--- src/rtl/ps2_kbd_rx.sv ---
// ps2_kbd_rx: PS/2 keyboard receiver and scan-code decoder.
// kbclk/kbdata are synchronised into clk and kbclk is glitch-filtered.
// 11-bit frames are assembled with stop/parity checks and a timeout.
// E0/E1/F0 prefixes become ext/brk flags on the next code.
// Decoded events are queued in a FIFO with a valid/ready interface.
// Optional build macro: PS2_PARITY_CHECK_EN
//   defined   -> a frame with bad odd parity is dropped with frame_err.
//   undefined -> the parity bit is captured but ignored.
module ps2_kbd_rx #(
   parameter int SYNC_STAGES    = 2,
   parameter int FILTER_LEN     = 4,
   parameter int TIMEOUT_CYCLES = 50000,
   parameter int FIFO_DEPTH     = 8
) (
   input  logic                          clk,
   input  logic                          rst_n,
   input  logic                          kbclk,
   input  logic                          kbdata,
   output logic [9:0]                    evt_data,
   output logic                          evt_valid,
   input  logic                          evt_ready,
   output logic [$clog2(FIFO_DEPTH):0]   evt_count,
   output logic                          frame_err,
   output logic                          ovf
);

   localparam int FW = $clog2(FILTER_LEN + 1);
   localparam int TW = $clog2(TIMEOUT_CYCLES + 1);
   localparam int AW = $clog2(FIFO_DEPTH);
   localparam int CW = AW + 1;

`ifdef PS2_PARITY_CHECK_EN
   localparam bit PAR_CHK_EN = 1'b1;
`else
   localparam bit PAR_CHK_EN = 1'b0;
`endif

   typedef enum logic [1:0] {
      ST_IDLE   = 2'd0,
      ST_DATA   = 2'd1,
      ST_PARITY = 2'd2,
      ST_STOP   = 2'd3
   } state_t;

   // True when data bits plus parity bit hold an odd number of ones.
   function automatic logic odd_parity(input logic [7:0] d, input logic p);
      odd_parity = ^{d, p};
   endfunction

   // Stop bit must be 1; parity only counts when the check is enabled.
   function automatic logic frame_ok(input logic stop, input logic [7:0] d, input logic p);
      frame_ok = stop && (!PAR_CHK_EN || odd_parity(d, p));
   endfunction

   logic [SYNC_STAGES-1:0] clk_sync_r;
   logic [SYNC_STAGES-1:0] dat_sync_r;
   logic                   filt_r;
   logic [FW-1:0]          filt_cnt_r;
   logic                   strobe_r;
   logic                   smp_r;
   state_t                 state_r;
   logic [2:0]             bit_cnt_r;
   logic [7:0]             shift_r;
   logic                   par_r;
   logic [TW-1:0]          tmo_r;
   logic                   byte_stb_r;
   logic [7:0]             byte_r;
   logic                   ferr_r;
   logic                   ext_r;
   logic                   brk_r;
   logic                   push_s;
   logic [9:0]             push_data_s;
   logic [9:0]             mem_r [FIFO_DEPTH];
   logic [AW-1:0]          wr_ptr_r;
   logic [AW-1:0]          rd_ptr_r;
   logic [CW-1:0]          cnt_r;
   logic                   ovf_r;
   logic                   full_s;
   logic                   pop_s;
   logic                   wr_en_s;
   logic                   clk_s_s;
   logic                   dat_s_s;

   assign clk_s_s = clk_sync_r[SYNC_STAGES-1];
   assign dat_s_s = dat_sync_r[SYNC_STAGES-1];

   // Synchronise the raw PS/2 lines into the clk domain (idle high).
   always_ff @(posedge clk) begin
      if (!rst_n) begin
         clk_sync_r <= '1;
         dat_sync_r <= '1;
      end else begin
         clk_sync_r <= {clk_sync_r[SYNC_STAGES-2:0], kbclk};
         dat_sync_r <= {dat_sync_r[SYNC_STAGES-2:0], kbdata};
      end
   end

   // Glitch filter on kbclk; a filtered falling edge gives a one-cycle strobe.
   // The data sample is registered alongside so both line up on the strobe.
   always_ff @(posedge clk) begin
      if (!rst_n) begin
         filt_r     <= 1'b1;
         filt_cnt_r <= '0;
         strobe_r   <= 1'b0;
         smp_r      <= 1'b1;
      end else begin
         strobe_r <= 1'b0;
         smp_r    <= dat_s_s;
         if (clk_s_s != filt_r) begin
            if (filt_cnt_r == FW'(FILTER_LEN - 1)) begin
               filt_r     <= clk_s_s;
               filt_cnt_r <= '0;
               strobe_r   <= filt_r;
            end else begin
               filt_cnt_r <= filt_cnt_r + 1'b1;
            end
         end else begin
            filt_cnt_r <= '0;
         end
      end
   end

   // Frame FSM: advances on strobes, aborts an in-progress frame on timeout.
   always_ff @(posedge clk) begin
      if (!rst_n) begin
         state_r    <= ST_IDLE;
         bit_cnt_r  <= 3'd0;
         shift_r    <= 8'h00;
         par_r      <= 1'b0;
         tmo_r      <= '0;
         byte_stb_r <= 1'b0;
         byte_r     <= 8'h00;
         ferr_r     <= 1'b0;
      end else begin
         byte_stb_r <= 1'b0;
         ferr_r     <= 1'b0;
         if (strobe_r) begin
            tmo_r <= '0;
            case (state_r)
               ST_IDLE: begin
                  if (!smp_r) begin
                     state_r   <= ST_DATA;
                     bit_cnt_r <= 3'd0;
                     shift_r   <= 8'h00;
                  end else begin
                     state_r <= ST_IDLE;
                  end
               end
               ST_DATA: begin
                  shift_r   <= {smp_r, shift_r[7:1]};
                  bit_cnt_r <= bit_cnt_r + 3'd1;
                  if (bit_cnt_r == 3'd7) begin
                     state_r <= ST_PARITY;
                  end else begin
                     state_r <= ST_DATA;
                  end
               end
               ST_PARITY: begin
                  par_r   <= smp_r;
                  state_r <= ST_STOP;
               end
               ST_STOP: begin
                  state_r <= ST_IDLE;
                  if (frame_ok(smp_r, shift_r, par_r)) begin
                     byte_stb_r <= 1'b1;
                     byte_r     <= shift_r;
                  end else begin
                     ferr_r <= 1'b1;
                  end
               end
               default: begin
                  state_r <= ST_IDLE;
               end
            endcase
         end else if (state_r != ST_IDLE) begin
            if (tmo_r == TW'(TIMEOUT_CYCLES - 1)) begin
               state_r <= ST_IDLE;
               tmo_r   <= '0;
               ferr_r  <= 1'b1;
            end else begin
               tmo_r <= tmo_r + 1'b1;
            end
         end else begin
            tmo_r <= '0;
         end
      end
   end

   // Decode a received byte into a FIFO push (prefix bytes push nothing).
   always_comb begin
      push_s      = 1'b0;
      push_data_s = 10'h000;
      if (byte_stb_r) begin
         case (byte_r)
            8'hE0, 8'hE1, 8'hF0: begin
               push_s = 1'b0;
            end
            default: begin
               push_s      = 1'b1;
               push_data_s = {ext_r, brk_r, byte_r};
            end
         endcase
      end else begin
         push_s = 1'b0;
      end
   end

   // Pending prefix flags survive frame errors and clear only on a pushed event.
   always_ff @(posedge clk) begin
      if (!rst_n) begin
         ext_r <= 1'b0;
         brk_r <= 1'b0;
      end else if (byte_stb_r) begin
         case (byte_r)
            8'hE0, 8'hE1: ext_r <= 1'b1;
            8'hF0:        brk_r <= 1'b1;
            default: begin
               ext_r <= 1'b0;
               brk_r <= 1'b0;
            end
         endcase
      end else begin
         ext_r <= ext_r;
         brk_r <= brk_r;
      end
   end

   assign full_s  = (cnt_r == CW'(FIFO_DEPTH));
   assign pop_s   = (cnt_r != '0) && evt_ready;
   assign wr_en_s = push_s && (!full_s || pop_s);

   // Event FIFO: circular buffer, drop-and-flag when full without a pop.
   always_ff @(posedge clk) begin
      if (!rst_n) begin
         for (int i = 0; i < FIFO_DEPTH; i++) begin
            mem_r[i] <= 10'h000;
         end
         wr_ptr_r <= '0;
         rd_ptr_r <= '0;
         cnt_r    <= '0;
         ovf_r    <= 1'b0;
      end else begin
         ovf_r <= push_s && full_s && !pop_s;
         if (wr_en_s) begin
            mem_r[wr_ptr_r] <= push_data_s;
            wr_ptr_r        <= wr_ptr_r + 1'b1;
         end
         if (pop_s) begin
            rd_ptr_r <= rd_ptr_r + 1'b1;
         end
         case ({wr_en_s, pop_s})
            2'b10:   cnt_r <= cnt_r + 1'b1;
            2'b01:   cnt_r <= cnt_r - 1'b1;
            default: cnt_r <= cnt_r;
         endcase
      end
   end

   assign evt_data  = mem_r[rd_ptr_r];
   assign evt_valid = (cnt_r != '0);
   assign evt_count = cnt_r;
   assign frame_err = ferr_r;
   assign ovf       = ovf_r;

endmodule

--- config.mk ---
export PLATFORM = sky130hd
export DESIGN_NAME = ps2_kbd_rx
export DESIGN_NICKNAME = d
export VERILOG_FILES = /design/src/rtl/ps2_kbd_rx.sv
export SDC_FILE = /design/constraint.sdc
export NUM_CORES = 1
export LEC_CHECK = 0
export ABC_AREA = 1
export BUFFER_PORTS_ARGS = -buffer_cell sky130_fd_sc_hd__clkbuf_2
export CORE_ASPECT_RATIO = 0.75
export CORE_MARGIN = 1.5
export CORE_UTILIZATION = 61
export CTS_CLUSTER_DIAMETER = 200
export DETAILED_ROUTE_END_ITERATION = 10
export HOLD_SLACK_MARGIN = 0.08
export PLACE_DENSITY_LB_ADDON = 0.12
export SYNTH_ARGS = -nofsm -noshare
export SYNTH_HDL_FRONTEND = slang
export SYNTH_SLANG_ARGS = --single-unit
--- constraint.sdc ---
create_clock -name clk -period 2.15 [get_ports clk]
set_input_delay 0.1075 -clock clk [delete_from_list [all_inputs] [get_ports clk]]
set_output_delay 0.1075 -clock clk [all_outputs]
set_load 0.03 [all_outputs]
Yosys cells after proc, flatten, opt, wreduce, memory -nomap -nowiden
Memory sizes are Yosys's and may differ from the RTL's. A register that Yosys moved wholly into a read port is not among the register bits.
Cells that the tools add are included.
- output and inout port bits: 17
- bits in registers: 62
- memories: 1
- bits in writable memories: 80
- input bits: 5
- memory list (name ; depth ; width ; read ports ; clocked after memory_dff ; wr ports ; RTL line ; text):
    mem_r ; 8 ; 10 ; 1 ; 1 ; 8 ; 73 ; logic [9:0] mem_r [FIFO_DEPTH];
- reductions and logical operators: 27
- add/sub/neg operators: 7
- eq/ne operators: 14
- multiplexer cells: 32
- bitwise logic cells: 5
- operators by type and width (kind ; number):
    10-bit two-way mux ; 3
    8-bit equality test (second input constant) ; 3
    16-bit by 1-bit adder with 16-bit output (second input constant) ; 1
    16-bit equality test (second input constant) ; 1
    8-bit case mux with 2 select lines ; 1
    1-bit two-way mux ; 14
    3-bit by 1-bit adder with 3-bit output (second input constant) ; 4
    3-bit two-way mux ; 4
    3-bit AND reduction ; 4
    2-bit nonzero test ; 5
    10-bit OR reduction ; 1
    2-bit two-way mux ; 4
    8-bit two-way mux ; 1
    2-bit case mux with 4 select lines ; 1
    4-bit case mux with 2 select lines ; 1
    2-bit AND reduction ; 4
    2-bit equality test (second input constant) ; 3
    3-bit case mux with 2 select lines ; 1
    3-bit OR reduction ; 2
    1-bit NOT ; 5
    4-bit by 1-bit adder with 4-bit output (second input constant) ; 1
    2-bit by 1-bit equality test with 1-bit output (second input constant) ; 2
    4-bit equality test (second input constant) ; 1
    1-bit logical AND ; 4
    other kinds (12) ; 14

Depth between registers and ports, before layout
Gate-level depths: netlist of the first run.
- depth in word-level cells: 10
- gate-level depth with buffers: 17
- mapped depth without buffers: 17

Worst setup path before layout of the first run
OpenSTA, ideal clock, no wires.
- kind: register to register
- start point: register cnt_r[2] (netlist: evt_count[2])
- end point: memory mem_r[7][0], enable pin
- setup slack: 16 ps
- required time: 1810 ps
- stages on the path, launching flop included: 10
- period minus slack after synthesis: 2134 ps
- path buffers: 1
- arrival: 1795 ps
- cell sequence: dfxtp_1 > inv_1 > nand3_1 > nor3_1 > nor2_4 > inv_4 > nor3_4 > nand2_2 > buf_6 > nand2_1
- RTL lines (what ; RTL line ; text):
    from (decl) ; 76 ; logic [CW-1:0] cnt_r;
    from (signal assigned) ; 252 ; 2'b10: cnt_r <= cnt_r + 1'b1;
    from (signal assigned) ; 253 ; 2'b01: cnt_r <= cnt_r - 1'b1;
    from (signal assigned) ; 254 ; default: cnt_r <= cnt_r;
    to (decl) ; 73 ;

==> results of run 1 <==
-- kinds of logic after synthesis --
kind of cell	Yosys count	synth area share, %
fa+ha+maj	8	1.58
flops	145	58.4
simple gates	341	23.3
xor+xnor	2	0.276
compound gates	123	10.2
buf+inv	90	6.19
-- sequential cells by signal, summed over array words and instances, names as in the netlist, 2 cells and up, named ones only --
name        flops
rd_ptr_r        3
state_r         2
mem_r          80
evt_count       4
tmo_r          16
filt_cnt_r      3
clk_sync_r      2
shift_r         8
bit_cnt_r       3
byte_r          8
dat_sync_r      2
wr_ptr_r        3
-- critical path: stages, from the launching register on --
cell and delay [ns]:
dfxtp_1 0.40, inv_1 0.20, buf_4 0.23, nor2_1 0.12, o21ai_0 0.12, a31oi_1 0.21, clkbuf_2 0.23
-- per-layer routing --
metal | vias to the layer above | GRT usage [%] | part of all wire [%] | routed length, um
met4 | 0 | 10.2 | 1.1 | 156
li1 | 2422 | - | - | -
met2 | 205 | 43.3 | 45 | 6510
met5 | - | 0 | 0 | 0
met1 | 2373 | 39.3 | 46 | 6560
met3 | 16 | 8.23 | 8.1 | 1160
-- power by group through the flow --
stage               combinational (mW)  clock [mW]  sequential (mW)
floorplan                         1.22           0             3.22
global placement                  1.74           0             3.17
detailed placement                1.78           0             3.18
CTS                               1.87        3.16             3.15
global route                      2.07        3.28             3.17
finish                            1.89        3.14             3.16
-- cell usage after synthesis (2+ instances only) --
cell type	number
o21ai_0	56
a21oi_1	43
nand4_1	6
nor2_4	2
buf_6	6
nand3_1	29
nand2_1	86
nor2_2	11
dfxtp_1	65
edfxtp_1	80
nand2_2	4
clkbuf_1	21
nor3_1	9
nor3b_1	4
o22ai_1	10
nor2_1	174
a31oi_1	11
inv_1	51
inv_2	4
ha_1	8
buf_2	6
nor4_1	3
or2_2	8
-- layout make-up --
class,instances,area (um^2),area share [%]
multi-input cells,474,2260,31.0
flip-flops and latches,145,3710,50.8
well taps,136,170,2.33
inverters,57,220,3.02
clock buffers,19,433,5.93
repair buffers,43,309,4.23
repair inverters,1,7.51,0.103
clock inverters,13,193,2.64
-- path summary, 6_finish.rpt --
| path | startpoint | endpoint | slack (ns) |
|---|---|---|---|
| worst min register to register | clk_sync_r[0] | clk_sync_r[1] | 0.41 |
| worst min-delay path | kbclk | clk_sync_r[0] | 0.41 |
| worst max register to register | evt_count[2] | mem_r[6][1] | 0.22 |
| worst max-delay path | flop | evt_data[6] | 0.11 |
-- timing repair --
action | 4_1_cts | 5_1_grt
endpoints found under the hold margin | 4 | 0
endpoints found under the setup margin | 10 | 68
buffers inserted | 1 | 0
hold buffers | 4 | 0
gates resized for setup | 6 | 9
cloned | 1 | 0
==> impl_metrics.ini, run 1 <==
[detailed_routing]
wl_mm = 14.4
drc_errors = 0
drtIter0Drc = 530
drt-pass1-iter-count = 6
via_per_inst = 5.65
ant_nets = 0
wl_per_cell_um = 16.2
route.vias.total = 5016

[finish]
final_area_um2 = 7300
area_delta_synth_final_pct = 15.1
fillerInstances = 767
layout_common_cells = 174 x nor2_1, 80 x nand2_1, 80 x edfxtp_1, 64 x dfxtp_1, 55 x o21ai_0
layout_commonest_cell = nor2_1
instances_no_fill = 888
diodes = 0
layout-drive-gt1-share_pct = 14.5
fin_nets = 752
post-route-util_pct = 71.5

[worst_setup_path]
critPathRequiredTime_ns = 2.04
critPathLaunchType = flop
worst-setup-path-type = reg -> out
reg2regPathDepth = 9
crit_path_end_kind = primary output
arrival_ns = 1.94
critPathMaxFanout = 11

[global_route]
grt-ovfl-total = 0
grt_pass1_wl_mm = 23.5
grtUsageTotal_pct = 28.5
grt_pass1_vias = 4737
antenna_found_initial = 0
grt_max_degree = 41

[sta]
slew_violations = 0
worstMarginPinSlew_ns = 0.550
skew_ns = 0.00912
timing.final.crit_share_pct = 95.1
max_freq_mhz = 489
fin_hold_ws_ns = 0.406
timing.final.ws_setup_ns = 0.105
setup_tns_ns = 0
setup_viol = 0
slew_headroom_pct = 63.3
rsz0062_at_grt = no
layout_min_cycle_time_ns = 2.04
hold_violations = 0

[pwr]
p_leak_nw = 2.67
switching_share_pct = 30.6
clock_power_share_pct = 38.3
power_density_nw_per_um2 = 1120
intPower_mw = 5.69
seqPwrFrac_pct = 38.6
power_frac_comb_pct = 23.1
p_total_mw = 8.19
ir_drop_uv = 857
netSwitchingPower_mw = 2.50

[clock_network]
clk_latency_ns = 0.42
numCtsBuffers = 17
cts.sinks = 145
cts_buffer_depth = 2
cts_tree = done
clk_pin_slew_ns = 0.05
root_buffer = clkbuf_16
cts-htree-levels = 4

[yosys]
yosysTopAreaCellShare_pct = 37.9
syn-num-nets = 722
synth.distinct_cells = 35
yosysSeqAreaShare_pct = 58.4
synth_area_leaders = edfxtp_1 38%, dfxtp_1 21%, nor2_1 10%, nand2_1 5.1%, o21ai_0 4.4%
synth-edff-count = 80
synth_largest_area_cell = edfxtp_1
yosys_warnings = 0
syn_inst = 709
synthArstFlopShare_pct = 0
synth_ff_type = edfxtp_1
avgSynthCellArea_um2 = 8.95
ys_ff_latch = 145
synthesis.area_um2 = 6340

[floorplan]
die_width_um = 121
die-area_um2 = 11000
rows = 32
num_io_pins = 22
start_util_pct = 62.1
die_y_um = 91.3
coreArea_um2 = 10200

[min_path]
hp-class = in -> reg
hold_path_depth = 3

[status]
outcome = completed

[placed_design]
post-place-ws_ns = 0.108
placedCellCount = 850
routabilityCongestion = 0.884
io_buffers = 21
post_dp_cell_area_um2 = 6570
hpwl_mm = 9.51

[flow_run]
drv_cap = 0
Power figures use the tool's default switching activity.
==> run 2, diff against run 1 <==
--- a/config.mk
+++ b/config.mk
@@ -13,6 +13,7 @@
 export CTS_CLUSTER_DIAMETER = 200
 export DETAILED_ROUTE_END_ITERATION = 10
 export HOLD_SLACK_MARGIN = 0.08
+export MAX_ROUTING_LAYER = met4
 export PLACE_DENSITY_LB_ADDON = 0.12
 export SYNTH_ARGS = -nofsm -noshare
 export SYNTH_HDL_FRONTEND = slang
==> run 2 against run 1 <==
Effect of this change:
- sequential share of layout area did not move
- fmax is 0.47% higher
- sequential power barely moved
- total power hardly changed
- core utilization did not move
- flip-flop and latch count stayed put
- first-iteration DRC count rose by 9.6%
- count of clock-buffer cells in the layout unchanged
- critical path type unchanged
- highest routed layer unchanged
==> impl_metrics.ini, run 2 (synthesis gave the netlist of run 1 again) <==
[worst_setup_path]
critPathLaunchType = flop
reg2reg_from = evt_count[2]
critPathRequiredTime_ns = 2.04
critPathMaxFanout = 11
reg2regPathDepth = 6
crit_path_end_kind = primary output
arrival_ns = 1.93
worst-setup-path-type = reg -> out

[detailed_routing]
drtIter0Drc = 581
drc_errors = 0
drt-pass1-iter-count = 5
via_per_inst = 5.70
route.vias.total = 5058
ant_nets = 0
wl_mm = 14.4
wl_per_cell_um = 16.2

[finish]
top_regs = mem_r x80, tmo_r x16
layout_commonest_cell = nor2_1
fillerInstances = 767
layout-drive-gt1-share_pct = 14.5
regMostFlops = mem_r
post-route-util_pct = 71.5
fin_nets = 752
diodes = 0
largest_reg_flops = 80
area_delta_synth_final_pct = 15.1
layout_common_cells = 174 x nor2_1, 80 x nand2_1, 80 x edfxtp_1, 64 x dfxtp_1, 55 x o21ai_0

[floorplan]
rows = 32
start_util_pct = 62.1
num_io_pins = 22
die_width_um = 121
die-area_um2 = 11000
die_y_um = 91.3
coreArea_um2 = 10200

[flow_run]
drv_cap = 0

[clock_network]
numCtsBuffers = 17
cts-htree-levels = 4
cts.sinks = 145
clk_latency_ns = 0.42
cts_tree = done
cts_buffer_depth = 2
clk_pin_slew_ns = 0.06
root_buffer = clkbuf_16

[pwr]
netSwitchingPower_mw = 2.50
seqPwrFrac_pct = 38.6
intPower_mw = 5.69
ir_drop_uv = 860
p_total_mw = 8.18
p_leak_nw = 2.67
clock_power_share_pct = 38.3
power_density_nw_per_um2 = 1120
switching_share_pct = 30.5
power_frac_comb_pct = 23.1

[status]
outcome = completed

[min_path]
hp-class = in -> reg
min_from = kbclk
hold_path_depth = 3

[sta]
slew_headroom_pct = 63.0
setup_viol = 0
setup_tns_ns = 0
slew_violations = 0
rsz0062_at_grt = no
timing.final.ws_setup_ns = 0.115
skew_ns = 0.00815
layout_min_cycle_time_ns = 2.04
timing.final.crit_share_pct = 94.7
max_freq_mhz = 491
hold_violations = 0
worstMarginPinSlew_ns = 0.554

[placed_design]
io_buffers = 21
post-place-ws_ns = 0.108
hpwl_mm = 9.51
routabilityCongestion = 0.899

[global_route]
grt_max_degree = 41
grt_pass1_wl_mm = 23.6
grt_pass1_vias = 4728
grt-ovfl-total = 0
antenna_found_initial = 0
grtUsageTotal_pct = 29.4
## run 2: per-stage QoR
step | hold WS (ns) | area, um^2 | cells
finish | 0.405 | 7300 | 888
global route | 0.415 | 7300 | 888
CTS | 0.397 | 7280 | 888
detailed placement | 0.296 | 6570 | 850
global placement | 0.295 | 6570 | 850
floorplan | 0.214 | 6340 | 709
## run 2: power by group through the flow
stage	Combinational, mW	Clock [mW]	Sequential [mW]
floorplan	1.22	0	3.22
global placement	1.74	0	3.17
detailed placement	1.78	0	3.18
CTS	1.87	3.16	3.15
global route	2.07	3.28	3.17
finish	1.89	3.13	3.16
## run 2: per-layer routing
layer	vias up	track usage, %	part of all wire, %
li1	2425	-	-
met1	2360	39.4	45
met2	249	43.2	45
met3	24	8.79	9.1
met4	0	9.61	1.4
met5	-	-	0
## run 2: cell type report
| class | instances | area [um^2] | share of cell area, % |
|---|---|---|---|
| sequential | 145 | 3710 | 50.8 |
| multi-input combinational | 474 | 2260 | 31.0 |
| clock buffer | 19 | 433 | 5.93 |
| timing repair buffer | 43 | 309 | 4.23 |
| inverter | 57 | 220 | 3.02 |
| clock inverter | 13 | 193 | 2.64 |
| tap | 136 | 170 | 2.33 |
| timing repair inverter | 1 | 7.51 | 0.103 |
## run 2: what timing repair did
item                                    4_1_cts  5_1_grt
gates resized for setup                       6        9
hold endpoints to repair                      4        0
gates cloned                                  1        0
endpoints found under the setup margin       10       68
buffers inserted                              1        0
hold buffers                                  4        0
## run 2: worst max-delay path, cell delays in order (launching register included)
cell and delay [ns]:
dfxtp_1 0.40, inv_1 0.20, buf_4 0.23, nor2_1 0.12, o21ai_0 0.13, a31oi_1 0.20, clkbuf_2 0.23
## run 2: final timing paths
path / endpoint / slack (ns)
setup / recovery: evt_data[6] / 0.11
setup reg to reg: mem_r[0][3] / 0.21
hold reg to reg: clk_sync_r[1] / 0.40
hold / removal: clk_sync_r[0] / 0.40
